<file path="config.mk">
export PLATFORM = sky130hd
export DESIGN_NAME = ex_div
export DESIGN_NICKNAME = d
export VERILOG_FILES = /design/src/rtl/ex_div.sv
export SDC_FILE = /design/constraint.sdc
export NUM_CORES = 1
export LEC_CHECK = 0
export CAP_MARGIN = 40
export CELL_PAD_IN_SITES_DETAIL_PLACEMENT = 2
export CELL_PAD_IN_SITES_GLOBAL_PLACEMENT = 2
export CORE_ASPECT_RATIO = 0.8
export CORE_MARGIN = 4
export CORE_UTILIZATION = 35
export DETAILED_ROUTE_END_ITERATION = 10
export PLACE_DENSITY_LB_ADDON = 0.12
export SYNTH_ARGS = -nofsm -noshare
export SYNTH_HDL_FRONTEND = slang
export SYNTH_SLANG_ARGS = --single-unit
export TNS_END_PERCENT = 10
</file>
<file path="constraint.sdc">
create_clock -name clk -period 6.1 [get_ports clk]
set_input_delay 0.61 -clock clk [delete_from_list [all_inputs] [get_ports clk]]
set_output_delay 0.61 -clock clk [all_outputs]
set_load 0.02 [all_outputs]
</file>
<file path="src/rtl/ex_div.sv">
// Multi-cycle RV32M divider for the EX stage: restoring radix-2, one bit
// per cycle, with divide-by-zero and signed-overflow results in one cycle.
module ex_div #(
    parameter int WIDTH = 32
) (
    input  logic             clk,
    input  logic             rst_n,
    input  logic             start_i,
    input  logic [1:0]       op_i,
    input  logic [WIDTH-1:0] dividend_i,
    input  logic [WIDTH-1:0] divisor_i,
    input  logic [4:0]       rd_addr_i,
    input  logic             flush_i,
    output logic [WIDTH-1:0] result_o,
    output logic             ready_o,
    output logic             reg_wen_o,
    output logic [4:0]       rd_addr_o,
    output logic             busy_o,
    output logic             hold_req_o
);

    localparam int CW = (WIDTH > 1) ? $clog2(WIDTH) : 1;
    localparam logic [CW-1:0] LAST = CW'(WIDTH - 1);

    typedef enum logic [1:0] {
        S_IDLE,
        S_CALC,
        S_END
    } state_t;

    state_t           r_state;
    state_t           w_next;
    logic [CW-1:0]    r_cnt;
    logic             r_rem_op;
    logic             r_qsign;
    logic             r_rsign;
    logic [4:0]       r_rd;
    logic [4:0]       r_rd_o;
    logic [WIDTH-1:0] r_quo;
    logic [WIDTH-1:0] r_rem;
    logic [WIDTH-1:0] r_dvs;
    logic [WIDTH-1:0] r_result;

    logic             w_capture;
    logic             w_signed;
    logic             w_a_neg;
    logic             w_b_neg;
    logic [WIDTH-1:0] w_a_abs;
    logic [WIDTH-1:0] w_b_abs;
    logic             w_div0;
    logic             w_ovf;
    logic             w_special;
    logic [WIDTH-1:0] w_special_res;
    logic [WIDTH:0]   w_shift;
    logic [WIDTH:0]   w_diff;
    logic             w_ge;
    logic [WIDTH-1:0] w_q_next;
    logic [WIDTH-1:0] w_r_next;
    logic [WIDTH-1:0] w_final;

    assign w_capture = (r_state == S_IDLE) && start_i && !flush_i;
    assign w_signed  = ~op_i[0];
    assign w_a_neg   = w_signed & dividend_i[WIDTH-1];
    assign w_b_neg   = w_signed & divisor_i[WIDTH-1];
    assign w_a_abs   = w_a_neg ? -dividend_i : dividend_i;
    assign w_b_abs   = w_b_neg ? -divisor_i : divisor_i;
    assign w_div0    = (divisor_i == '0);
    assign w_ovf     = w_signed
                     && (dividend_i == {1'b1, {(WIDTH-1){1'b0}}})
                     && (&divisor_i);
    assign w_special = w_div0 | w_ovf;

    // Overflow DIV returns the most-negative value, i.e. the dividend itself
    assign w_special_res = op_i[1]
                         ? (w_div0 ? dividend_i : '0)
                         : (w_div0 ? '1 : dividend_i);

    assign w_shift  = {r_rem, r_quo[WIDTH-1]};
    assign w_diff   = w_shift - {1'b0, r_dvs};
    assign w_ge     = ~w_diff[WIDTH];
    assign w_q_next = {r_quo[WIDTH-2:0], w_ge};
    assign w_r_next = w_ge ? w_diff[WIDTH-1:0] : w_shift[WIDTH-1:0];
    assign w_final  = r_rem_op
                    ? (r_rsign ? -w_r_next : w_r_next)
                    : (r_qsign ? -w_q_next : w_q_next);

    always_ff @(posedge clk or negedge rst_n) begin
        if (!rst_n) r_state <= S_IDLE;
        else        r_state <= w_next;
    end

    always_comb begin
        w_next = r_state;
        if (flush_i) begin
            w_next = S_IDLE;
        end else begin
            unique case (r_state)
                S_IDLE:  if (start_i) w_next = w_special ? S_END : S_CALC;
                S_CALC:  if (r_cnt == LAST) w_next = S_END;
                S_END:   w_next = S_IDLE;
                default: w_next = S_IDLE;
            endcase
        end
    end

    always_comb begin
        ready_o    = (r_state == S_END);
        reg_wen_o  = (r_state == S_END);
        busy_o     = (r_state == S_CALC) || (r_state == S_END);
        hold_req_o = rst_n && (w_capture || (r_state == S_CALC));
    end

    always_ff @(posedge clk or negedge rst_n) begin
        if (!rst_n) begin
            r_cnt    <= '0;
            r_rem_op <= 1'b0;
            r_qsign  <= 1'b0;
            r_rsign  <= 1'b0;
            r_rd     <= '0;
            r_rd_o   <= '0;
            r_quo    <= '0;
            r_rem    <= '0;
            r_dvs    <= '0;
            r_result <= '0;
        end else if (w_capture) begin
            r_cnt    <= '0;
            r_rem_op <= op_i[1];
            r_qsign  <= w_a_neg ^ w_b_neg;
            r_rsign  <= w_a_neg;
            r_rd     <= rd_addr_i;
            r_quo    <= w_a_abs;
            r_rem    <= '0;
            r_dvs    <= w_b_abs;
            if (w_special) begin
                r_result <= w_special_res;
                r_rd_o   <= rd_addr_i;
            end
        end else if (r_state == S_CALC && !flush_i) begin
            r_quo <= w_q_next;
            r_rem <= w_r_next;
            r_cnt <= r_cnt + 1'b1;
            if (r_cnt == LAST) begin
                r_result <= w_final;
                r_rd_o   <= r_rd;
            end
        end
    end

    assign result_o  = r_result;
    assign rd_addr_o = r_rd_o;

endmodule

</file>
==> results.md <==
- The clock tree from TritonCTS is yes.
- For the worst-skew pair, the clock arrives at the later sink with an insertion delay of 0.45 ns.
- The highest achievable clock rate is roughly 0.19 GHz.
- The distinct cell type count after synthesis is 91.
- The total DRC errors in the routed layout is 0.
- The worst setup path is captured at a flip-flop.
- The count of mapped cells out of synthesis is 1608.
- The share of synthesized area in the top cell type comes to 0.298.
- For the pin with the worst max-slew slack, the measured transition is 0.934 ns.
- The synthesized area per cell is 7.73 µm².
- STA classifies the critical path startpoint as a flip-flop.
- The clock buffer count from CTS is 17.
- Clock tree synthesis selected as its root buffer the cell sky130_fd_sc_hd__clkbuf_16.
- The wire-length estimate of the detail-placed layout is approximately 40000 µm.
- STA puts the critical path data arrival time at 5.51 ns.
- The via count normalized by instance count is 5.92.
- In the synthesized netlist the dominant register cell turns out to be sky130_fd_sc_hd__dfrtp_1.
- Setup repair after global routing left no endpoint under its margin.
- The worst-case IR drop observed on VDD is roughly 0.00033 V.
- The final number of hold-violating endpoints is 0.
- The worst setup path is of the reg2reg kind.
- The share of the cycle needed by the critical path after routing is 0.849.
- Counting every net in the synthesized netlist gives about 1700.
- Walking the worst path, the cells encountered are inv_1, ha_1, fa_1, nor2b_1, o31a_1, o21ai_1, a211o_1, o211a_2, inv_6, ha_1, nand2b_1, or4_1, nand2b_1, or3_1, o31ai_1, xnor2_1, a221oi_1, o21ai_1.
- The worst clock skew is 0.0152 ns.
- The largest single stage delay on the critical path is 0.56 ns.
- The number of design-rule violations left by the first detailed-router iteration is 850.
- In this run the worst hold path is classified as in2async.
- For this run, the total global-route usage over all layers was measured as 0.275.
- The number of buffers added for setup after CTS is 0.
- The count of warnings emitted by yosys is 0.
- At the worst endpoint, the required time is 6.43 ns.
- The slowest stage of the critical path is the sky130_fd_sc_hd__or4_1 cell.
- The relative area change from synthesis to final layout is 17.9%.
- The initial antenna violation count is 1.
- For this block, the via count after detailed routing is 12800.
- For this run, asynchronously set or reset flops after synthesis account for 1.00.
- The total inserted antenna cells is 0.
- The finished layout cell area is 0.0146 mm².
- Setup violations remaining at the end of the flow were counted as 0.
- During placement, the flow inserted port buffers numbering 115.
- Along the worst path, the maximum fanout reaches 42.
- For this run, global-route usage on met3 was measured as 0.0413.
- The flow ran to the end, and the final reports show no timing, DRC or antenna violations.
- Headroom to the max-slew limit came out at 0.373.
- After synthesis, the most frequently instantiated cells are sky130_fd_sc_hd__nand2_1 (216), sky130_fd_sc_hd__nor2_1 (188), sky130_fd_sc_hd__dfrtp_1 (148).
- The part of the Yosys area used for sequential elements is 0.298.
- The area of the die is 0.0386 mm².
- After the last flow step, the layout net total stands at 1789.
- In this run, synthesis inferred 0 flip-flops with an integrated enable.
- The shortest period the worst path allows is 5.18 ns.
- The cell area reported after detailed placement is 0.0140 mm².
- In this run, synthesis produced a sequential element count of 148.
- For met1 alone, demand over resource in global routing was 0.396.
- The number of gates given a new drive strength after cts is 0.
- The sink count of the clock tree is 148.
- The final setup TNS is 0 ns.
- Global routing finished with a remaining overflow of 0.
- For this configuration, the core starts out at a cell density of 0.356.
- The die is 219 µm wide.
- 116 I/O pins were placed.
- The clock tree synthesis step divided the H-tree into 4 levels.
- The count of antenna-violating nets left after detailed routing is 0.
- The die is 177 µm tall.
- Sorting the synthesized cells by area gives the leading types as sky130_fd_sc_hd__dfrtp_1 (30%), sky130_fd_sc_hd__nand2_1 (6.5%), sky130_fd_sc_hd__a21oi_1 (5.7%).
- The worst setup slack for register-to-register paths is 0.92 ns.
- The number of pins exceeding their max-slew limit in the final report is 0.
- In the post-synthesis netlist, the cell with the most instances is sky130_fd_sc_hd__nand2_1.
- In the final layout, the share of cells above drive strength 1 is 0.0641.
- The power density over cell area is 558 mW/mm².
- The standby leakage power is 5.90 nW.
- After filler insertion, the fill cell instance count of the layout stands at approximately 4000.
- The post-synthesis cell type with the largest combined area is sky130_fd_sc_hd__dfrtp_1.
- The via count of the first global-routing pass is 13600.
- The detailed-router iteration count before antenna repair is 5.
- The number of buffers between clock root and the deepest sink is 2.
- For this run, global-route usage on met2 was measured as 0.438.
- The standard-cell row count is 61.
- After detailed routing, the total wire length is 53100 µm.
- The number of hold buffers added after CTS is 0.
- The tool flagged a number of max-cap violations equal to 0.
- Clock-pin slew was measured on the worst setup and hold paths at 0.07 ns.
- The average wire per standard cell is 24.6 µm.
- Entering global routing, the biggest net connects 91 pins.
- The cell area that synthesis handed to floorplanning was around 0.012 mm².
- Routability-driven placement finished with a final weighted congestion of approximately 0.85.
- The placeable core region is 0.0349 mm².
- After global routing, the most crowded layer is met2.
- The first-pass GRT wire length is 82500 µm.
==> metrics by stage <==
| step | setup WS [ns] | hold WS, ns | utilization | std cells | power, mW |
|---|---|---|---|---|---|
| global route | 0.648 | 0.134 | 0.420 | 2156 | 8.74 |
| floorplan | 1.38 | 0.314 | - | 1608 | 5.26 |
| detailed placement | 1.03 | 0.468 | 0.402 | 2124 | 6.90 |
| finish | 0.919 | 0.102 | 0.420 | 2156 | 8.17 |
| global placement | 1.05 | 0.454 | 0.398 | 2117 | 6.69 |
| CTS | 0.944 | 0.135 | 0.420 | 2156 | 8.14 |
==> path summary, 6_finish.rpt <==
kind                                         start                  endpoint  cells after the start
max                          r_quo[31]$_DFFE_PN0P_  result_o[28]$_DFFE_PN0P_                     18
min                                          rst_n     r_rem[10]$_DFFE_PN0P_                      1
max reg2reg                  r_quo[31]$_DFFE_PN0P_  result_o[28]$_DFFE_PN0P_                     18
min reg2reg                result_o[8]$_DFFE_PN0P_   result_o[8]$_DFFE_PN0P_                      2
max in group asynchronous                    rst_n     r_dvs[11]$_DFFE_PN0P_                      2
min in group clk           result_o[8]$_DFFE_PN0P_   result_o[8]$_DFFE_PN0P_                      2
==> cells in the final DEF (no fill, tap or decap), types with 15 or more instances in the layout <==
master                            count
sky130_fd_sc_hd__and3_1              15
sky130_fd_sc_hd__inv_1               57
sky130_fd_sc_hd__a31oi_1             54
sky130_fd_sc_hd__or3_1               18
sky130_fd_sc_hd__clkdlybuf4s50_1    114
sky130_fd_sc_hd__nand2_1            216
sky130_fd_sc_hd__xnor2_1             73
sky130_fd_sc_hd__nor2_1             187
sky130_fd_sc_hd__a211oi_1            40
sky130_fd_sc_hd__xor2_1              62
sky130_fd_sc_hd__o21ai_0             96
sky130_fd_sc_hd__clkbuf_16           17
sky130_fd_sc_hd__nor4_1              21
sky130_fd_sc_hd__buf_4               15
sky130_fd_sc_hd__mux2i_1             24
sky130_fd_sc_hd__a21oi_1            141
sky130_fd_sc_hd__nand4_1             19
sky130_fd_sc_hd__ha_1                42
sky130_fd_sc_hd__dfrtp_1            148
sky130_fd_sc_hd__nor3_1              46
sky130_fd_sc_hd__o31ai_1             28
sky130_fd_sc_hd__o21ai_1             19
==> logic make-up after synthesis <==
group | after synthesis | synth area share
and+or+nand+nor | 608 | 0.229
DFF | 148 | 0.298
adders and majority gates | 43 | 0.0439
buffers and inverters | 151 | 0.0507
xor gates and xnor gates | 136 | 0.0965
AOI/OAI and AO/OA | 495 | 0.260
muxes | 27 | 0.0223
==> registers in the layout, indices dropped and copies added, names as in the netlist, 2 cells and up <==
register and cells:
r_rem 32, r_rd 5, r_dvs 32, rd_addr_o 5
r_quo 32, result_o 32, r_state 2, r_cnt 5
==> per-layer routing <==
layer,share of wire,wire (µm)
met1,0.49,26000
met2,0.45,24100
met3,0.039,2090
met4,0.017,918
met5,0,0
==> critical path, delay by kind of cell, from the launching register on <==
kind | cells | cell delay [ns]
AND/OR/NAND/NOR | 5 | 1.59
flip-flops | 1 | 0.44
AO/OA/AOI/OAI | 7 | 1.57
buffers and inverters | 2 | 0.43
adder cells (fa/ha/maj) | 3 | 0.91
XOR/XNOR | 1 | 0.10
==> layout make-up <==
class,count,area [µm²],area share
inverter,58,223,0.0152
timing repair buffer,137,1380,0.0944
tap,472,591,0.0403
clock buffer,21,480,0.0328
multi-input combinational,1309,8110,0.554
clock inverter,11,149,0.0102
sequential,148,3700,0.253
==> where the power goes <==
| part | switching, mW | leakage, nW | internal (mW) |
|---|---|---|---|
| registers | 0.371 | 1.89 | 1.23 |
| clock network | 0.473 | 0.313 | 0.689 |
| logic | 3.61 | 3.70 | 1.80 |
| total | 4.45 | 5.90 | 3.72 |
No activity file was read; power rests on OpenSTA's default activity.
